File: config.mk
export PLATFORM = sky130hd
export DESIGN_NAME = seq_gen_display
export DESIGN_NICKNAME = d
export VERILOG_FILES = /design/src/rtl/seq_gen_display.sv
export SDC_FILE = /design/constraint.sdc
export NUM_CORES = 1
export LEC_CHECK = 0
export ABC_AREA = 1
export CAP_MARGIN = 20
export CELL_PAD_IN_SITES_DETAIL_PLACEMENT = 0
export CELL_PAD_IN_SITES_GLOBAL_PLACEMENT = 1
export CORE_UTILIZATION = 47
export CTS_BUF_LIST = sky130_fd_sc_hd__clkbuf_8
export DETAILED_ROUTE_END_ITERATION = 10
export PLACE_DENSITY = 0.89
export SLEW_MARGIN = 0
export SYNTH_ARGS = -nofsm -noshare
export SYNTH_HDL_FRONTEND = slang
export SYNTH_SLANG_ARGS = --single-unit
File: constraint.sdc
create_clock -name clock -period 4 [get_ports clock]
set_clock_uncertainty 0.1 [all_clocks]
set_input_delay 0.8 -clock clock [delete_from_list [all_inputs] [get_ports clock]]
set_output_delay 0.8 -clock clock [all_outputs]
set_load 0.02 [all_outputs]
File: src/rtl/seq_gen_display.sv
// seq_gen_display: builds the random digit sequence for a level and
// plays it on the display one digit at a time.
module seq_gen_display #(
    parameter int          MAX_DIGITS  = 7,
    parameter int          SHOW_CYCLES = 50000000,
    parameter int          GAP_CYCLES  = 12500000,
    parameter logic [15:0] LFSR_SEED   = 16'hACE1
) (
    input  logic                    clock,
    input  logic                    rst,
    input  logic                    auth_bit,
    input  logic                    logout,
    input  logic                    rng_button,
    input  logic [3:0]              level_num,
    output logic [4*MAX_DIGITS-1:0] store_reg,
    output logic [3:0]              disp_digit,
    output logic                    disp_valid,
    output logic                    play_done,
    output logic                    busy
);

    localparam int DMAX = (SHOW_CYCLES > GAP_CYCLES) ? SHOW_CYCLES : GAP_CYCLES;
    localparam int CW   = $clog2(DMAX + 1);
    localparam int IW   = $clog2(MAX_DIGITS + 1);
    localparam int SW   = 4 * MAX_DIGITS;

    typedef enum logic [2:0] {
        IDLE, READY, GEN, SHOW, GAP, DONE
    } state_t;

    state_t        state_q, state_d;
    logic [15:0]   lfsr_q;
    logic          rng_prev_q;
    logic [SW-1:0] store_q, store_d;
    logic [IW-1:0] idx_q, idx_d;
    logic [IW-1:0] len_q, len_d;
    logic [CW-1:0] dwell_q, dwell_d;

    logic          press;
    logic          lvl_ok;
    logic          accept;
    logic          last_idx;
    logic [3:0]    digit;
    logic [IW-1:0] sel;
    logic [3:0]    nib;

    assign press    = rng_prev_q & ~rng_button;
    assign lvl_ok   = (level_num != 4'd0) && (level_num <= 4'd5);
    assign accept   = (state_q == READY) && press && lvl_ok;
    assign last_idx = (idx_q == len_q - IW'(1));
    assign digit    = (lfsr_q[3:0] % 4'd9) + 4'd1;
    assign sel      = len_q - IW'(1) - idx_q;
    assign nib      = 4'(store_q >> {sel, 2'b00});

    // LFSR free-runs in every state; button edge detector history
    always_ff @(posedge clock or negedge rst) begin
        if (!rst) begin
            lfsr_q     <= LFSR_SEED;
            rng_prev_q <= 1'b1;
        end else begin
            lfsr_q     <= {lfsr_q[14:0],
                           lfsr_q[15] ^ lfsr_q[13] ^ lfsr_q[12] ^ lfsr_q[10]};
            rng_prev_q <= rng_button;
        end
    end

    // State and datapath registers
    always_ff @(posedge clock or negedge rst) begin
        if (!rst) begin
            state_q <= IDLE;
            store_q <= '0;
            idx_q   <= '0;
            len_q   <= '0;
            dwell_q <= '0;
        end else begin
            state_q <= state_d;
            store_q <= store_d;
            idx_q   <= idx_d;
            len_q   <= len_d;
            dwell_q <= dwell_d;
        end
    end

    // Next state; logout overrides everything
    always_comb begin
        state_d = state_q;
        if (logout) begin
            state_d = IDLE;
        end else begin
            unique case (state_q)
                IDLE:  if (auth_bit) state_d = READY;
                READY: if (accept) state_d = GEN;
                GEN:   if (last_idx) state_d = SHOW;
                SHOW:  if (dwell_q == '0) state_d = last_idx ? DONE : GAP;
                GAP:   if (dwell_q == '0) state_d = SHOW;
                DONE:  state_d = READY;
                default: state_d = IDLE;
            endcase
        end
    end

    // Sequence store, digit index and dwell counter updates
    always_comb begin
        store_d = store_q;
        idx_d   = idx_q;
        len_d   = len_q;
        dwell_d = dwell_q;
        if (logout) begin
            store_d = '0;
            idx_d   = '0;
            dwell_d = '0;
        end else begin
            unique case (state_q)
                READY: begin
                    if (accept) begin
                        store_d = '0;
                        idx_d   = '0;
                        len_d   = IW'(level_num + 4'd2);
                    end
                end
                GEN: begin
                    store_d = {store_q[SW-5:0], digit};
                    if (last_idx) begin
                        idx_d   = '0;
                        dwell_d = CW'(SHOW_CYCLES - 1);
                    end else begin
                        idx_d = idx_q + IW'(1);
                    end
                end
                SHOW: begin
                    if (dwell_q == '0) begin
                        if (!last_idx) dwell_d = CW'(GAP_CYCLES - 1);
                    end else begin
                        dwell_d = dwell_q - CW'(1);
                    end
                end
                GAP: begin
                    if (dwell_q == '0) begin
                        idx_d   = idx_q + IW'(1);
                        dwell_d = CW'(SHOW_CYCLES - 1);
                    end else begin
                        dwell_d = dwell_q - CW'(1);
                    end
                end
                default: ;
            endcase
        end
    end

    // Outputs decoded from the current state
    always_comb begin
        store_reg  = store_q;
        disp_valid = (state_q == SHOW);
        disp_digit = (state_q == SHOW) ? nib : 4'd0;
        busy       = (state_q == GEN) || (state_q == SHOW) || (state_q == GAP);
        play_done  = (state_q == DONE);
    end

endmodule

# Word-level counts from Yosys, hierarchy flattened
# Cells that the tools add are included.
# word_totals
register_bits,80
elab_cells,73
# classes
add_sub_neg,6
n_div,1
magnitude_cmp,1
eq_ne,12
shift,1
n_mux,23
bitwise_logic,6
n_reduce_logical,16
# ops
cell,count
$mux W26,5
$pmux W26 S3,1
$mux W28,2
$pmux W28 S2,1
$mux W3,10
$shr A28 B5 Y4,1
$logic_not A26 Y1,1
$sub A26 B1 Y26 const B,1
$pmux W3 S6,1
$ne A3 B3 Y1 const B,4
$reduce_bool A4 Y1,3
$pmux W3 S3,1
$reduce_and A3 Y1,3
$eq A3 B2 Y1 const B,2
$eq A3 B3 Y1 const B,2
$reduce_and A5 Y1,1
$add A4 B1 Y4 const B,1
$le A4 B3 Y1 const B,1
$mod A4 B4 Y4 const B,1
$mux W4,1
$ne A4 B4 Y1 const B,1
$add A3 B1 Y3 const B,1
$add A3 B2 Y3 const B,1
$eq A3 B1 Y1 const B,1
13 further kinds,19

# Logic depth before layout (Yosys ltp)
# depth
word_depth,7
ltp_mapped,13
depth_no_buf,13

# Worst setup path after synthesis
# OpenSTA, ideal clock, no wires.
# synth_timing
path_type,reg-to-output
from,reg len_q[0]
to,out disp_digit[1]
arrival_ps,2173
slack_ps,927
stages_incl_launch_ff,12
path_buffers,1
path_cell_list,dfrtp_1 inv_1 ha_1 inv_1 fa_1 clkbuf_1 inv_1 a21oi_1 a22oi_1 nand2_1 o21ai_0 nor2_1
# synth_via
elab_chain_len,4
# synth_lines
element,line_no,source
from (decl),36,"logic [IW-1:0] len_q, len_d;"
from (signal assigned),79,len_q <= len_d;
$sub A3 B1 Y3,52,assign sel = len_q - IW'(1) - idx_q;
$sub A3 B3 Y3,52,
$shr A28 B5 Y4,53,"assign nib = 4'(store_q >> {sel, 2'b00});"
$mux W4,154,disp_digit = (state_q == SHOW) ? nib : 4'd0;
to (decl),16,"output logic [3:0] disp_digit,"
# Every way passes these cells.

# Worst setup path in the final report
# layout_timing
from,reg len_q[0]
to,out disp_digit[2]
# The elaborated chain is that of the path after synthesis.

==> results.toml <==
[grt]
grt_pass1_vias = 3760
antenna_found_initial = 0
grt_overflow = 0
grt_pass1_wl_um = 17700
grt_use_total_pct = 22.3
grt_start_max_net_pins = 81

[layout]
fin_cells = 773
largest_reg_flops = 28
layout_common_cells = "nand2_1 (180), nor2_1 (80), dfrtp_1 (71), inv_1 (67), clkdlybuf4s50_1 (38)"
final_util_pct = 57.3
area_growth_pct = 17.3
drive_gt1_share_pct = 10.2
design_area_um2 = 5320
diodes = 0
final_common_cell = "nand2_1"
layout.nets = 657
fillCellCount = 874

[clocking]
path_clk_slew_ps = 90
tritoncts = "built"
cts_sinks = 80
numCtsBuffers = 9
clockBufferDepth = 2
htreeDepth = 3
clock_latency_ps = 360
ctsHoldBuffers = 0
cts-root-buf = "clkbuf_8"
post_cts_buffers = 0

[placement]
place_inst = 756
dpl_cell_area_um2 = 5060
io_buffer_count = 43
gp_congestion = 0.824
dpl_worst_slack_ps = 357
dp_hpwl_um = 7250

[flow_run]
drv_cap = 0

[critical_path]
criticalPathCategory = "flip-flop to output pin"
cp.arrival_ps = 2610
critPathSlowestCell = "fa_2"
reg2reg_setup_slack_ps = 1680
slowest_delay_ps = 660
cp_common_cell = "inv_1"
path_buf_inv = 4
start_kind = "flip-flop"
critPathMaxFanout = 9
worstPathRequired_ps = 3100
end_kind = "output pin"
path_cells = "inv_1 > ha_1 > inv_1 > fa_2 > inv_2 > a21oi_1 > a22oi_1 > nand2_1 > o21ai_0 > nor2_1 > dlymetal6s2s_1"
crit_family = "adder cells"

[floorplan]
row_count = 35
start_util_pct = 48.9
core_area_um2 = 9280
dieArea_um2 = 10100
die_w_um = 100
die_h_um = 100
ios = 44

[detailed_routing]
drtIter0Drc = 207
antenna_left = 0
dr_total_vias = 3852
routedWlPerCell_um = 13.2
dr.pass1.iters = 4
wl_met1_um = 5100
wl_met3_um = 370
dr_wl_met2_um = 4650
vias_per_cell = 4.98
dr.max_layer_used = "met4"
wirelength_um = 10200
drc = 0

[timing]
fmax_mhz = 285
maxSlewViolCount = 0
timing.slew.headroom_pct = 59.6
setup_tns_ps = 0
setup_viol = 0
postLayoutSetupSlackWorst_ps = 493
min_period_ps = 3510
whs_ps = 253
tightest_slew_ps = 604
grt_setup_unrepaired = "false"
hold_viol_final = 0
fin_crit_sh_pct = 87.7

[power_and_ir_drop]
ir_drop_mv = 0.314
power_mw = 3.08
power_per_cell_area_nw_per_um2 = 579
p_leak_nw = 2.62

[logic_synthesis]
yosysUniqueCellTypes = 38
synth_nets = 614
syn_area_per_cell_um2 = 7.62
ys_top_cells_by_area = "dfrtp_1 (39%), nand2_1 (15%), nor2_1 (6.6%)"
syn_area_um2 = 4540
ys_ff_latch = 80
synth.largest_area_cell = "dfrtp_1"
yosysWarnings = 0
synth_top_area_share_pct = 39.1
yosysSeqAreaShare_pct = 44.3
synth_cells = 596

[min_path]
min_path_type = "flip-flop to flip-flop"

[status]
status = "complete, no violations"
## synthesized netlist by cell type, drive strengths merged
master    n
or2       2
inv      72
clkbuf    4
nor2     89
nand2   186
dfrtp    71
o21ai    50
ha        8
o21bai    1
a22oi     5
nand4     8
mux2i     1
nand3b    2
dfstp     9
a21oi    11
a22o      5
buf       9
a21boi    1
xor2      8
xnor2    10
nor3      5
o31ai     1
fa        1
o22ai     4
nand3    33
## repair_timing
item,4_1_cts,5_1_grt
endpoints found under the hold margin,0,0
resized for setup,1,5
endpoints found under the setup margin,4,4
## layer usage
metal / up-vias / track usage, %
met5: - / 0
met4: 0 / 4.12
met3: 7 / 5.15
met2: 58 / 35.9
met1: 1824 / 30.9
li1: 1963 / -
## worst register-to-register path, cell delays in order, from the launching register on
cell	delay (ps)
dfrtp_1	360
inv_1	60
ha_1	270
inv_1	70
ha_1	280
nand2_1	40
inv_1	70
nand2_1	150
a21oi_4	210
nand3_2	370
o21ai_1	280
## final cells by class
type | count | area (µm²) | area share [%]
Inverter | 72 | 270 | 5.08
Multi-Input combinational cell | 431 | 2180 | 40.9
Clock inverter | 6 | 97.6 | 1.83
Sequential cell | 80 | 2010 | 37.8
Tap cell | 129 | 161 | 3.03
Timing Repair Buffer | 45 | 465 | 8.74
Clock buffer | 10 | 138 | 2.59
## logic make-up (layout without fill, tap and decap cells)
group	after synthesis	in the layout	synth area share, %
muxes	1	1	0.220
DFF	80	80	44.3
and+or+nand+nor	325	325	30.9
xor gates and xnor gates	18	18	3.47
adders and majority gates	9	9	2.65
AOI/OAI and AO/OA	78	78	10.7
buffers and inverters	85	133	7.74
## power by group
group,switching [mW],internal (mW),total (mW)
clock network,0.325,0.379,0.704
logic,0.887,0.447,1.33
registers,0.124,0.919,1.04
## worst paths after layout
path	to	from	depth (start not counted)
worst min-delay path	lfsr_q[6]	lfsr_q[5]	0
worst max-delay path	disp_digit[2]	len_q[0]	11
worst min register to register	lfsr_q[6]	lfsr_q[5]	0
min in group asynchronous	dwell_q[21]	rst	1
worst max register to register	dwell_q[0]	len_q[0]	10
max in group asynchronous	lfsr_q[0]	rst	2
Power figures use the tool's default switching activity.
